**src/rtl/serial_minuend_restorer.sv**
```systemverilog
// serial_minuend_restorer: bit-serial rebuild of the minuend, A = D + B + Bin, one bit per clock, LSB first
// Ports: clk, rst (async, active-high); start requests a word and is accepted in IDLE or DONE;
//   d_in/b_in/bin_in are the difference, subtrahend and borrow-in; busy is high while shifting;
//   done pulses for one cycle when a_out/cout/ovf are updated; a_out/cout/ovf hold until the next word.
// Optional feature: define SERIAL_MINUEND_OVF_EN to build the signed overflow flag (ovf is 0 otherwise).
module serial_minuend_restorer #(
    parameter int WIDTH = 8
) (
    input  logic             clk,
    input  logic             rst,
    input  logic             start,
    input  logic [WIDTH-1:0] d_in,
    input  logic [WIDTH-1:0] b_in,
    input  logic             bin_in,
    output logic             busy,
    output logic             done,
    output logic [WIDTH-1:0] a_out,
    output logic             cout,
    output logic             ovf
);
    localparam int CW = $clog2(WIDTH + 1);
    localparam logic [CW-1:0] CNT_LAST = CW'(WIDTH - 1);
    typedef enum logic [1:0] {IDLE, SHIFT, DONE} state_t;
    state_t state_q, state_d;
    logic [WIDTH-1:0] d_sh_q, d_sh_d, b_sh_q, b_sh_d, r_sh_q, r_sh_d, a_out_q, a_out_d;
    logic [CW-1:0] cnt_q, cnt_d;
    logic c_q, c_d, cout_q, cout_d, done_q, done_d;
    logic s, c_nxt, load, last;
    logic [WIDTH-1:0] r_nxt;
    assign s = d_sh_q[0] ^ b_sh_q[0] ^ c_q;
    assign c_nxt = (d_sh_q[0] & b_sh_q[0]) | (c_q & (d_sh_q[0] ^ b_sh_q[0]));
    // r_nxt already contains the sum bit of this cycle, so the final word is taken from it
    assign r_nxt = {s, r_sh_q[WIDTH-1:1]};
    assign load = start && state_q != SHIFT;
    assign last = state_q == SHIFT && cnt_q == CNT_LAST;
    always_comb begin
        state_d = state_q;
        d_sh_d  = d_sh_q;
        b_sh_d  = b_sh_q;
        r_sh_d  = r_sh_q;
        cnt_d   = cnt_q;
        c_d     = c_q;
        a_out_d = a_out_q;
        cout_d  = cout_q;
        done_d  = 1'b0;
        if (load) begin
            state_d = SHIFT;
            d_sh_d  = d_in;
            b_sh_d  = b_in;
            r_sh_d  = '0;
            cnt_d   = '0;
            c_d     = bin_in;
        end else if (state_q == SHIFT) begin
            d_sh_d = {1'b0, d_sh_q[WIDTH-1:1]};
            b_sh_d = {1'b0, b_sh_q[WIDTH-1:1]};
            r_sh_d = r_nxt;
            cnt_d  = cnt_q + CW'(1);
            c_d    = c_nxt;
            if (last) begin
                state_d = DONE;
                a_out_d = r_nxt;
                cout_d  = c_nxt;
                done_d  = 1'b1;
            end
        end else begin
            state_d = IDLE;
        end
    end
    always_ff @(posedge clk or posedge rst) begin
        if (rst) begin
            state_q <= IDLE;
            d_sh_q  <= '0;
            b_sh_q  <= '0;
            r_sh_q  <= '0;
            cnt_q   <= '0;
            c_q     <= 1'b0;
            a_out_q <= '0;
            cout_q  <= 1'b0;
            done_q  <= 1'b0;
        end else begin
            state_q <= state_d;
            d_sh_q  <= d_sh_d;
            b_sh_q  <= b_sh_d;
            r_sh_q  <= r_sh_d;
            cnt_q   <= cnt_d;
            c_q     <= c_d;
            a_out_q <= a_out_d;
            cout_q  <= cout_d;
            done_q  <= done_d;
        end
    end
`ifdef SERIAL_MINUEND_OVF_EN
    // operand MSBs are shifted out of d_sh/b_sh, so they are kept aside at load
    logic dmsb_q, dmsb_d, bmsb_q, bmsb_d, ovf_q, ovf_d;
    always_comb begin
        dmsb_d = dmsb_q;
        bmsb_d = bmsb_q;
        ovf_d  = ovf_q;
        if (load) begin
            dmsb_d = d_in[WIDTH-1];
            bmsb_d = b_in[WIDTH-1];
        end else if (last) begin
            ovf_d = (dmsb_q == bmsb_q) && (r_nxt[WIDTH-1] != dmsb_q);
        end
    end
    always_ff @(posedge clk or posedge rst) begin
        if (rst) begin
            dmsb_q <= 1'b0;
            bmsb_q <= 1'b0;
            ovf_q  <= 1'b0;
        end else begin
            dmsb_q <= dmsb_d;
            bmsb_q <= bmsb_d;
            ovf_q  <= ovf_d;
        end
    end
    assign ovf = ovf_q;
`else
    assign ovf = 1'b0;
`endif
    assign busy  = state_q == SHIFT;
    assign done  = done_q;
    assign a_out = a_out_q;
    assign cout  = cout_q;
endmodule

```
**config.mk**
```make
export PLATFORM = sky130hd
export DESIGN_NAME = serial_minuend_restorer
export DESIGN_NICKNAME = d
export VERILOG_FILES = /design/src/rtl/serial_minuend_restorer.sv
export SDC_FILE = /design/constraint.sdc
export NUM_CORES = 1
export LEC_CHECK = 0
export CORE_MARGIN = 3
export CORE_UTILIZATION = 30
export CTS_CLUSTER_SIZE = 12
export DETAILED_ROUTE_END_ITERATION = 8
export DONT_BUFFER_PORTS = 1
export SLEW_MARGIN = 30
export SYNTH_ARGS = -nofsm -noshare
export SYNTH_HDL_FRONTEND = slang
export SYNTH_SLANG_ARGS = --single-unit
```
**constraint.sdc**
```tcl
create_clock -name clk -period 3.3 [get_ports clk]
set_input_delay 0.495 -clock clk [delete_from_list [all_inputs] [get_ports clk]]
set_output_delay 0.495 -clock clk [all_outputs]
set_load 0.02 [all_outputs]
```
==> metrics.md, run 1 <==
| Metric | Value |
|---|---|
| Outcome | finished clean |
| Cts repair resizes | 0 |
| Routed vias/inst | around 4.6 |
| Die width | approximately 83 µm |
| Max cap viols | 0 |
| Reg2reg setup slack | around 1.4 ns |
| Starting DRT DRC Count | 77 |
| Nature of the critical path endpoint | output port |
| Final-report max-slew violation count | 0 |
| Hold Path Class | in -> async |
| Sw Pwr | approximately 650 µW |
| Syn Area/Cell | roughly 12 µm² |
| Clock Latency Late Sink | 0.29 ns |
| First-pass GRT wire length | approximately 5.3 mm |
| Setup bufs post-CTS | 0 |
| Internal power | about 1.1 mW |
| Final Net Count | roughly 170 |
| Async SR Flop Fraction | 100% |
| CP Data Required Time | 2.80 ns |
| # setup viols final | 0 |
| Rel. slew slack | approximately 57% |
| Synth warnings | 0 |
| Design area | roughly 1900 µm² |
| EDFF count, synth | 0 |
| Die area | 6920 µm² |
| I/O pins | 32 |
| Mapped Cells | between 150 and 200 |
| Post-synthesis cell area | roughly 1800 µm² |
| Worst-path fanout max | 35 |
| Max clock buf depth | 2 |
| Num rows | 27 |
| H-tree Lvls | 2 |
| Yosys cell types | 23 |
| Clock sink count | 40 |
| Total grt overflow | 0 |
| Register-to-Register Path Depth | 4 |
| Clock transition at path regs | around 0.080 ns |
| Tcrit/Tclk final | 64.1% |
| Root Buffer | clkbuf_8 |
| Initial Util | 31.7% |
| Post-layout util | between 30% and 40% |
| RSZ-0062 raised after global routing | false |
| Drt drc | 0 |
| DR WL/cell | approximately 14 µm |
| ANT cells | 0 |
| Num CTS Buffers | 5 |
| FF-to-FF End | cnt_q[2] |
| Lkg Pwr | 0.900 nW |
| Kind of critical path | reg -> out |
| Seq/Total Area, Yosys | 56.0% |
| Min Tclk post-route | roughly 2.1 ns |
| Setup TNS | 0 ns |
| Cts hold-fix bufs | 0 |
| Max frequency | 0.473 GHz |
| Initial antenna violation count | 0 |
| Routed WL | 3.14 mm |
| Share of cells above drive strength 1 | about 15% |
| Port Buffers | 0 |
| P&R area growth vs syn | 6.86% |
| Post-synth top flop | dfrtp_1 |
| Largest net degree at the start of global routing | 41 |
| Hold Fails Final Rpt | 0 |
| Critical path launch point type | flip-flop |
| Worst-Margin Slew | 0.645 ns |
| Logic gate share of total power | ~31% |
| Power Total | 1.76 mW |
| Skew final | 0.00344 ns |
| Sequential Power Share | between 50 and 60% |
| Count of state elements after synthesis | 40 |
| Clock Power Share | 19.1% |
| Gr usage total | approximately a tenth |
| Synthesized Nets | roughly 170 |
| Placed Area | 1820 µm² |
| Switch share | ~37% |
| PwrDens | just over 900 nW/µm² |
| Die H | roughly 83 µm |
| Post-DP HPWL | 2.08 mm |
| Reg-to-reg startpoint | state_q[1] |
| Final ANT Viol Nets | 0 |
| Fillers | around 560 |
| Critical path arrival | ~1.6 ns |
| Core area | about 5600 µm² |
| Drt first pass iters | 4 |
| GP Congestion | between 0.6 and 0.7 |
| Peak supply drop | between 0.3 and 0.4 mV |
| Vias in the first global route | 1054 |
| Vias | about 1000 |
| CTS tree | yes |
synthesized netlist by cell type, types with 2 or more instances:
library cell | instances | area [µm²]
dfrtp_1 | 40 | 1000
nand2_1 | 25 | 93.8
o21ai_0 | 23 | 115
mux2i_1 | 18 | 180
mux2_4 | 8 | 120
nand2b_1 | 8 | 50.1
buf_2 | 5 | 25.0
nor2_1 | 4 | 15.0
buf_4 | 3 | 22.5
mux2_2 | 3 | 33.8
clkbuf_1 | 2 | 7.51
cell families after synthesis:
family | Yosys count | share of synthesized area, %
mux | 29 | 18.7
fa+ha+maj | 2 | 1.82
compound gates | 26 | 7.63
flops | 40 | 56.0
other cells | 1 | 0.210
simple gates | 41 | 11.3
buf+inv | 12 | 4.41
per-stage QoR:
stage	std cells	hold slack (ns)	setup slack, ns
2_1_floorplan	151	0.449	1.89
6_report	222	0.212	1.19
5_1_grt	222	0.258	1.04
4_1_cts	222	0.230	1.17
3_5_place_dp	214	0.465	1.38
3_3_place_gp	214	0.458	1.44
power groups by stage:
stage	registers (mW)	logic [mW]	clock network (mW)
final	0.886	0.536	0.337
after global routing	0.921	0.623	0.370
after CTS	0.892	0.546	0.351
after detailed placement	0.901	0.546	0
after global placement	0.895	0.521	0
after floorplan	0.857	0.492	0
state kept, by name, summed over array words and instances (netlist names):
register  cells
b_sh_q        8
cout          1
done          1
d_sh_q        8
a_out         8
cnt_q         4
c_q           1
r_sh_q        7
state_q       2
placed cells by master, fill, tap and decap left out, drive strengths merged:
cell type / n
a41oi: 1
o21ai: 23
mux2: 11
clkinv: 2
buf: 2
mux2i: 18
inv: 1
ha: 1
dfrtp: 40
fa: 1
nand2: 25
clkbuf: 6
nand3: 1
and4b: 2
nor2: 4
conb: 1
nand2b: 8
a21oi: 1
o21a: 1
nor2b: 1
worst max-delay path: stages (launching register included):
cell and delay [ns]:
dfrtp_1 0.40, nor2b_4 0.53, buf_4 0.39
layer usage:
layer / wire (µm) / up-vias / GRT usage (%)
met5: 0 / - / 0
met4: 37 / 0 / 4.90
met3: 295 / 4 / 5.26
met2: 1340 / 32 / 12.7
met1: 1470 / 489 / 12.9
li1: - / 503 / -
worst max-delay path by stage:
stage / from / endpoint
6_report: state_q[1] / busy
5_1_grt: state_q[1] / busy
4_1_cts: state_q[1] / busy
3_5_place_dp: state_q[1] / cnt_q[2]
3_3_place_gp: state_q[1] / a_out[6]
2_1_floorplan: rst / a_out[0]
final cells by class:
type / count / area [µm²] / share of cell area (%)
clock inverters: 2 / 10.0 / 0.524
inverters: 1 / 3.75 / 0.196
repair buffers: 2 / 15.0 / 0.786
flip-flops and latches: 40 / 1000 / 52.4
multi-input cells: 99 / 708 / 37.1
well taps: 72 / 90.1 / 4.72
clock buffers: 6 / 82.6 / 4.32
Power figures use the tool's default switching activity.
==> inputs of run 2 (changes only) <==
==> constraint.sdc (replaced) <==
create_clock -name clk -period 2 [get_ports clk]
set_input_delay 0.3 -clock clk [delete_from_list [all_inputs] [get_ports clk]]
set_output_delay 0.3 -clock clk [all_outputs]
set_load 0.02 [all_outputs]
==> metrics.md, run 2 (same netlist as run 1, synthesis figures left out) <==
| Metric | Value |
|---|---|
| Most common cell after layout, fill and taps aside | dfrtp_1 |
| Internal power | approximately 1.8 mW |
| First-pass GRT wire length | around 5.2 mm |
| Routed WL | 3.15 mm |
| Cts repair resizes | 0 |
| DR WL/cell | between 10 and 15 µm |
| Critical path launch point type | flip-flop |
| Fillers | around 550 |
| PwrDens | between 1500 and 2000 nW/µm² |
| Skew final | approximately 0.0042 ns |
| Sequential Power Share | ~50% |
| Hold Fails Final Rpt | 0 |
| Crit-path most repeated cell | buf_4 |
| GP Congestion | 0.710 |
| Root Buffer | clkbuf_8 |
| Reg area | 1000 µm² |
| Max frequency | 0.577 GHz |
| Area of the multi-input gates | 708 µm² |
| Reg-to-reg startpoint | state_q[1] |
| Num rows | 27 |
| Die area | just under 7000 µm² |
| Critical path arrival | about 1.4 ns |
| Final Net Count | between 150 and 200 |
| I/O pins | 32 |
| ANT cells | 0 |
| Rel. slew slack | approximately two thirds |
| Core area | around 5600 µm² |
| Register-to-Register Path Depth | 5 |
| Num CTS Buffers | 5 |
| H-tree Lvls | 2 |
| Nature of the critical path endpoint | output port |
| # setup viols final | 0 |
| RSZ-0062 raised after global routing | false |
| Gr usage total | a little under a tenth |
| Vias in the first global route | roughly 1100 |
| Min Tclk post-route | approximately 1.7 ns |
| Clock Latency Late Sink | a little under 0.3 ns |
| Critical-path cell list | nor2b_4 -> buf_4 -> buf_4 |
| Share of cells above drive strength 1 | between 10% and 20% |
| Drt first pass iters | 4 |
| Worst-Margin Slew | slightly above 0.5 ns |
| Final ANT Viol Nets | 0 |
| Worst-path fanout max | 35 |
| Commonest non-fill, non-tap cells in the layout | dfrtp_1, nand2_1, o21ai_0, mux2i_1 |
| Switch share | 36.5% |
| Outcome | finished clean |
| Vias | between 1000 and 1500 |
| Worst path max stage delay | 0.39 ns |
| Initial antenna violation count | 0 |
| Clock sink count | 40 |
| Total grt overflow | 0 |
| Clock Power Share | 18.9% |
| Tcrit/Tclk final | between 80 and 90% |
| Critical path's slowest cell | dfrtp_1 |
| Final-report max-slew violation count | 0 |
| Port Buffers | 0 |
| Setup bufs post-CTS | 0 |
| Initial Util | a little under a third |
| Starting DRT DRC Count | 43 |
| Lkg Pwr | ~0.9 nW |
| Kind of critical path | reg -> out |
| Drt drc | 0 |
| CP Launch Point | state_q[1] |
| Cts hold-fix bufs | 0 |
| P&R area growth vs syn | 7.14% |
| Die width | around 83 µm |
| CP Data Required Time | ~1.7 ns |
| Largest net degree at the start of global routing | approximately 40 |
| Routed vias/inst | ~4.7 |
| Logic gate share of total power | between 30% and 40% |
| Max clock buf depth | 2 |
| Clock transition at path regs | about 0.070 ns |
| Post-layout util | about 34% |
| Hold Path Class | in -> async |
| Sw Pwr | 1.06 mW |
| CTS tree | yes |
| Peak supply drop | about 0.62 mV |
| Max cap viols | 0 |
| Die H | ~83 µm |
| Setup TNS | 0 ns |
| Post-DP HPWL | roughly 2.1 mm |
## run 2: final cells by class
type,count,area share [%]
repair buffers,3,1.18
multi-input cells,99,37.0
clock buffers,8,4.70
inverters,1,0.196
flip-flops and latches,40,52.3
well taps,72,4.70
## run 2: per-layer routing
metal / GRT usage (%) / wire length (µm) / share of wire, %
met5: 0 / 0 / 0
met4: 4.46 / 71 / 2.3
met3: 4.86 / 287 / 9.1
met2: 13.5 / 1330 / 42
met1: 12.0 / 1460 / 46
## run 2: power by group through the flow
stage	logic, mW	registers, mW	clock network, mW
floorplan	0.812	1.41	0
global placement	0.885	1.48	0
detailed placement	0.910	1.49	0
CTS	0.913	1.47	0.574
global route	1.02	1.51	0.605
finish	0.891	1.47	0.551
## run 2: worst max-delay path, delay by kind of cell, from the launching register on
family,cells,cell delay [ns]
simple gates,1,0.12
flops,1,0.39
buf+inv,2,0.63
## run 2: per-stage QoR
stage	instances	cell area, µm²	setup WS (ns)	hold slack (ns)	power [mW]
2_1_floorplan	151	1790	0.644	0.449	2.23
3_3_place_gp	215	1830	0.539	0.353	2.36
3_5_place_dp	215	1830	0.495	0.360	2.40
4_1_cts	223	1920	0.239	0.0375	2.96
5_1_grt	223	1920	0.176	0.0714	3.14
6_report	223	1920	0.268	0.0194	2.91
## run 2: path summary, 6_finish.rpt
path,to,slack [ns]
min in group clk,state_q[0],0.17
worst min-delay path,b_sh_q[0],0.02
max in group asynchronous,r_sh_q[3],1.63
worst min register to register,b_sh_q[1],0.48
worst max-delay path,busy,0.27
worst max register to register,cnt_q[3],0.52
==> inputs of run 3 (changes only) <==
--- a/config.mk
+++ b/config.mk
@@ -10,6 +10,7 @@
 export CTS_CLUSTER_SIZE = 12
 export DETAILED_ROUTE_END_ITERATION = 8
 export DONT_BUFFER_PORTS = 1
+export SKIP_CTS_REPAIR_TIMING = 1
 export SLEW_MARGIN = 30
 export SYNTH_ARGS = -nofsm -noshare
 export SYNTH_HDL_FRONTEND = slang
==> results of run 3 <==
No change in the layout: final DEF, timing and power equal those of run 2.
==> RTL edit 1 (flow settings as in run 3) <==
The 3 states of `state_t` get a one-hot encoding in 3 bits.
--- a/src/rtl/serial_minuend_restorer.sv
+++ b/src/rtl/serial_minuend_restorer.sv
@@ -20,7 +20,7 @@
 );
     localparam int CW = $clog2(WIDTH + 1);
     localparam logic [CW-1:0] CNT_LAST = CW'(WIDTH - 1);
-    typedef enum logic [1:0] {IDLE, SHIFT, DONE} state_t;
+    typedef enum logic [2:0] {IDLE = 3'b001, SHIFT = 3'b010, DONE = 3'b100} state_t;
     state_t state_q, state_d;
     logic [WIDTH-1:0] d_sh_q, d_sh_d, b_sh_q, b_sh_d, r_sh_q, r_sh_d, a_out_q, a_out_d;
     logic [CW-1:0] cnt_q, cnt_d;
Check against the original RTL: same outputs for any inputs over 10 cycles, from zero or initial values and one cycle with rst high; not proved beyond that.
==> RTL edit 1 against run 3 <==
Synthesized cell count is the same. Total power fell by 4.5%. Wire length down 2.2%. Clock skew increased by 1.9 ps. First-iteration DRC count shrank 58%. Highest routed layer unchanged. Largest power group unchanged. Design area down 1.5%. Synthesized area shrank 2.3%. Worst setup slack better by 62 ps. Register-to-register slack worse by 190 ps. Sequential cell count up 1. Non-clock buffer count down 1.
==> RTL edit 1: results <==
metrics = {
    "status": {
        "outcome": "complete, no violations",
    },
    "grt": {
        "grt_pass1_wl_um": 5530,
        "grt_pass1_vias": 1150,
        "gr-total-overflow": 0,
        "number_of_antenna_violations_at_the_first_check_in_global_routing": 0,
        "globalRouteTotalUtil_pct": 10.9,
        "grt_start_max_net_pins": 57,
    },
    "critical_path": {
        "timing.critical_path.fanout_max": 56,
        "worst_path_max_delay_cell": "sky130_fd_sc_hd__buf_4",
        "critPathTopFamily": "buffers and inverters",
        "crit_arrival_ps": 1370,
        "worst_path_largest_cell_delay_ps": 460,
    },
    "route": {
        "detail_route.iter0.violations": 18,
        "avgRoutedWirePerCell_um": 13.8,
        "post_drt_via_cell_ratio": 4.65,
        "detailedRoute.firstPassIterationCount": 4,
    },
    "clock_network": {
        "clk_pin_slew_worst_paths_ps": 80,
        "ctsRootBufferMaster": "sky130_fd_sc_hd__clkbuf_8",
        "htree_levels": 2,
        "clock_latency_ps": 290,
        "cts_made_buffers": 5,
        "maximum_root_to_sink_buffer_count": 2,
    },
    "min_path": {
        "hold_path_class": "in -> async",
    },
    "placed_design": {
        "port-buffer-count": 0,
        "gp_routability_congestion": 0.681,
        "place_hpwl_um": 1990,
        "placedInstanceArea_mm2": 0.00180,
    },
    "yosys": {
        "synth_fp_nets": 173,
        "synthDistinctLibCells": 21,
        "yosys-top-cells-count": "sky130_fd_sc_hd__dfrtp_1 (40), sky130_fd_sc_hd__nand2_1 (32), sky130_fd_sc_hd__o21ai_0 (23)",
        "synth_warnings": 0,
        "yosysSeqAreaShare_pct": 58.8,
        "netlist_top_cells_area": "sky130_fd_sc_hd__dfrtp_1 (57%), sky130_fd_sc_hd__mux2i_1 (11%), sky130_fd_sc_hd__nand2_1 (6.9%)",
        "async_reset_ff_share_pct": 100,
        "synth_edf_count": 0,
    },
    "power_and_ir_drop": {
        "worst_ir_drop_vdd_mv": 0.564,
        "leakage_nw": 0.886,
    },
    "final_layout": {
        "antenna-diode-count": 0,
        "final_layout_size_suffix_gt1_share_pct": 9.93,
    },
    "sta": {
        "clock-skew-final_ps": 6.04,
        "worst-slew-pin-transition_ps": 517,
        "setup-tns-final_ps": 0,
    },
}
RTL edit 1: area by class of cell:
type | instances | area, um^2
clock buffers | 5 | 68.8
repair buffers | 2 | 15.0
flip-flops and latches | 41 | 1030
inverters | 2 | 7.51
clock inverters | 3 | 17.5
multi-input cells | 98 | 661
fillers | 575 | 3690
well taps | 72 | 90.1
RTL edit 1: worst paths after layout:
check,startpoint,endpoint,slack (ps),depth (start not counted)
min in group clk,start,state_q[0],70,1
hold / removal,rst,cnt_q[3],20,2
hold reg to reg,b_sh_q[5],b_sh_q[4],480,2
max in group asynchronous,rst,state_q[0],1620,2
setup reg to reg,state_q[2],cnt_q[2],330,4
setup / recovery,state_q[2],busy,330,2
RTL edit 1: kinds of logic (layout without fill, tap and decap cells):
logic type	after synthesis	in the layout	synth area share, %
compound gates	23	23	6.59
fa+ha+maj	2	2	1.86
buf+inv	12	12	3.72
flops	41	41	58.8
mux	31	31	18.6
other cells	1	1	0.215
simple gates	41	41	10.2
RTL edit 1: power breakdown:
group	total, mW	internal, mW	leakage (nW)	switching [mW]
Clock	0.531	0.241	0.0439	0.290
Combinational	0.782	0.324	0.312	0.458
Sequential	1.47	1.16	0.530	0.303
RTL edit 1: stage by stage:
stage | setup WS (ps) | power (mW) | hold slack [ps] | std cells
finish | 331 | 2.78 | 16.3 | 223
global route | 209 | 3.07 | 45.5 | 223
CTS | 301 | 2.83 | 28.2 | 223
detailed placement | 327 | 2.29 | 352 | 215
global placement | 327 | 2.25 | 350 | 215
floorplan | 621 | 2.12 | 449 | 151
RTL edit 1: routing by layer:
layer  wire length (um)  global-route usage [%]  share of wire (%)  up-vias
met1               1450                    13.6                 47      499
met4                 42                    4.49                1.4        0
met5                  0                       0                  0        -
met2               1420                    17.2                 46       26
met3                167                    3.69                5.4        5
li1                   -                       -                  -      507
==> RTL edit 2 (settings of run 3) <==
Made on the original files. Build with the macro `SERIAL_MINUEND_OVF_EN` defined.
--- a/src/rtl/serial_minuend_restorer.sv
+++ b/src/rtl/serial_minuend_restorer.sv
@@ -3,6 +3,8 @@
 //   d_in/b_in/bin_in are the difference, subtrahend and borrow-in; busy is high while shifting;
 //   done pulses for one cycle when a_out/cout/ovf are updated; a_out/cout/ovf hold until the next word.
 // Optional feature: define SERIAL_MINUEND_OVF_EN to build the signed overflow flag (ovf is 0 otherwise).
+`define SERIAL_MINUEND_OVF_EN
+
 module serial_minuend_restorer #(
     parameter int WIDTH = 8
 ) (
Behaviour: not the same (Yosys sat finds a counterexample within 10 cycles, from zero or initial values and one cycle with rst high).
==> RTL edit 2 against run 3 <==
Design area up 6.3%. Wire length grew 9.9%. Sequential cell count up 3. Critical path type unchanged. Highest routed layer unchanged. Total power barely moved. Via count increased by 9.1%. Cell count up 7.6%. Worst setup slack gained 82 ps. Synthesized area increased by 5.2%.
==> RTL edit 2: results <==
metrics = {
    "min_path": {
        "hold_path_class": "in -> async",
    },
    "critical_path": {
        "r2r.worst_path.cells": 4,
        "worst_path_max_delay_cell": "sky130_fd_sc_hd__dfrtp_1",
        "crit_arrival_ps": 1350,
        "worst_path_largest_cell_delay_ps": 360,
        "timing.critical_path.fanout_max": 30,
        "critPathTopFamily": "buffers and inverters",
    },
    "final_layout": {
        "final_layout_size_suffix_gt1_share_pct": 15.2,
        "antenna-diode-count": 0,
        "final.fill_count": 607,
    },
    "placed_design": {
        "gp_routability_congestion": 0.697,
        "port-buffer-count": 0,
        "place_hpwl_um": 2330,
    },
    "clock_network": {
        "cts_made_buffers": 5,
        "htree_levels": 2,
        "clk_pin_slew_worst_paths_ps": 80,
        "maximum_root_to_sink_buffer_count": 2,
        "ctsRootBufferMaster": "sky130_fd_sc_hd__clkbuf_8",
        "clock_latency_ps": 290,
    },
    "yosys": {
        "async_reset_ff_share_pct": 100,
        "yosysSeqAreaShare_pct": 57.2,
        "synthDistinctLibCells": 25,
        "synth_fp_nets": 186,
        "netlist_top_cells_area": "sky130_fd_sc_hd__dfrtp_1 (57%), sky130_fd_sc_hd__mux2i_1 (11%), sky130_fd_sc_hd__nand2_1 (6.8%)",
        "ys.flop_type": "sky130_fd_sc_hd__dfrtp_1",
        "yosys-top-cells-count": "sky130_fd_sc_hd__dfrtp_1 (43), sky130_fd_sc_hd__nand2_1 (34), sky130_fd_sc_hd__mux2i_1 (20)",
        "synth_warnings": 0,
    },
    "status": {
        "outcome": "complete, no violations",
    },
    "sta": {
        "worst-slew-pin-transition_ps": 546,
        "clock-skew-final_ps": 5.29,
    },
    "power_and_ir_drop": {
        "leakage_nw": 0.953,
        "worst_ir_drop_vdd_mv": 0.400,
    },
    "grt": {
        "grt_start_max_net_pins": 44,
        "globalRouteTotalUtil_pct": 10.9,
        "number_of_antenna_violations_at_the_first_check_in_global_routing": 0,
        "grt_pass1_vias": 1257,
        "grt_pass1_wl_um": 6240,
    },
    "route": {
        "detail_route.iter0.violations": 47,
        "via_count": 1135,
        "detailedRoute.firstPassIterationCount": 4,
        "avgRoutedWirePerCell_um": 14.4,
    },
}
RTL edit 2: cell types whose count changed after synthesis, moves of 7 or more:
cell                       delta
sky130_fd_sc_hd__nand3b_1     +8
sky130_fd_sc_hd__mux2_2       +8
sky130_fd_sc_hd__o21ai_0      -8
sky130_fd_sc_hd__nand2b_1     -7
sky130_fd_sc_hd__mux2_4       -8
sky130_fd_sc_hd__nand2_1      +9
RTL edit 2: where the power goes:
part | internal, mW | leakage, nW | switching, mW | total [mW]
sequential | 1.22 | 0.548 | 0.363 | 1.58
clock | 0.239 | 0.0477 | 0.286 | 0.525
combinational | 0.374 | 0.357 | 0.427 | 0.801
RTL edit 2: logic make-up after synthesis:
logic type                 synth area share [%]
buffers and inverters                      4.52
muxes                                      17.2
AOI/OAI and AO/OA                          5.59
and+or+nand+nor                            13.8
adders and majority gates                  1.73
DFF                                        57.2
RTL edit 2: layout make-up:
cell class,instances,area (um^2),area share (%)
Clock buffer,5,68.8,3.38
Tap cell,75,93.8,4.61
Clock inverter,3,15.0,0.738
Inverter,7,26.3,1.29
Timing Repair Buffer,3,35.0,1.72
Multi-Input combinational cell,104,721,35.4
Sequential cell,43,1080,52.9
RTL edit 2: metal layers:
layer  vias up  part of all wire (%)  GRT usage (%)
li1        547                     -              -
met1       564                    44           13.4
met2        17                    48           17.0
met3         7                   5.1           3.98
met4         0                   2.1           5.18
met5         -                     0              0
RTL edit 2: final timing paths:
| path | end | start | slack [ps] |
|---|---|---|---|
| max | busy | state_q[1] | 350 |
| min | d_sh_q[4] | rst | 10 |
| max reg2reg | a_out[1] | cnt_q[0] | 360 |
| min reg2reg | d_sh_q[2] | d_sh_q[3] | 480 |
| max in group asynchronous | a_out[1] | rst | 1610 |
| min in group clk | bmsb_q | b_in[7] | 150 |
RTL edit 2: per-stage QoR:
step | instance area [um^2] | setup WS (ps) | power (mW) | cells
finish | 2040 | 350 | 2.91 | 240
global route | 2040 | 218 | 3.17 | 240
CTS | 2040 | 326 | 2.97 | 240
detailed placement | 1950 | 355 | 2.42 | 232
global placement | 1950 | 386 | 2.39 | 232
floorplan | 1880 | 551 | 2.22 | 164
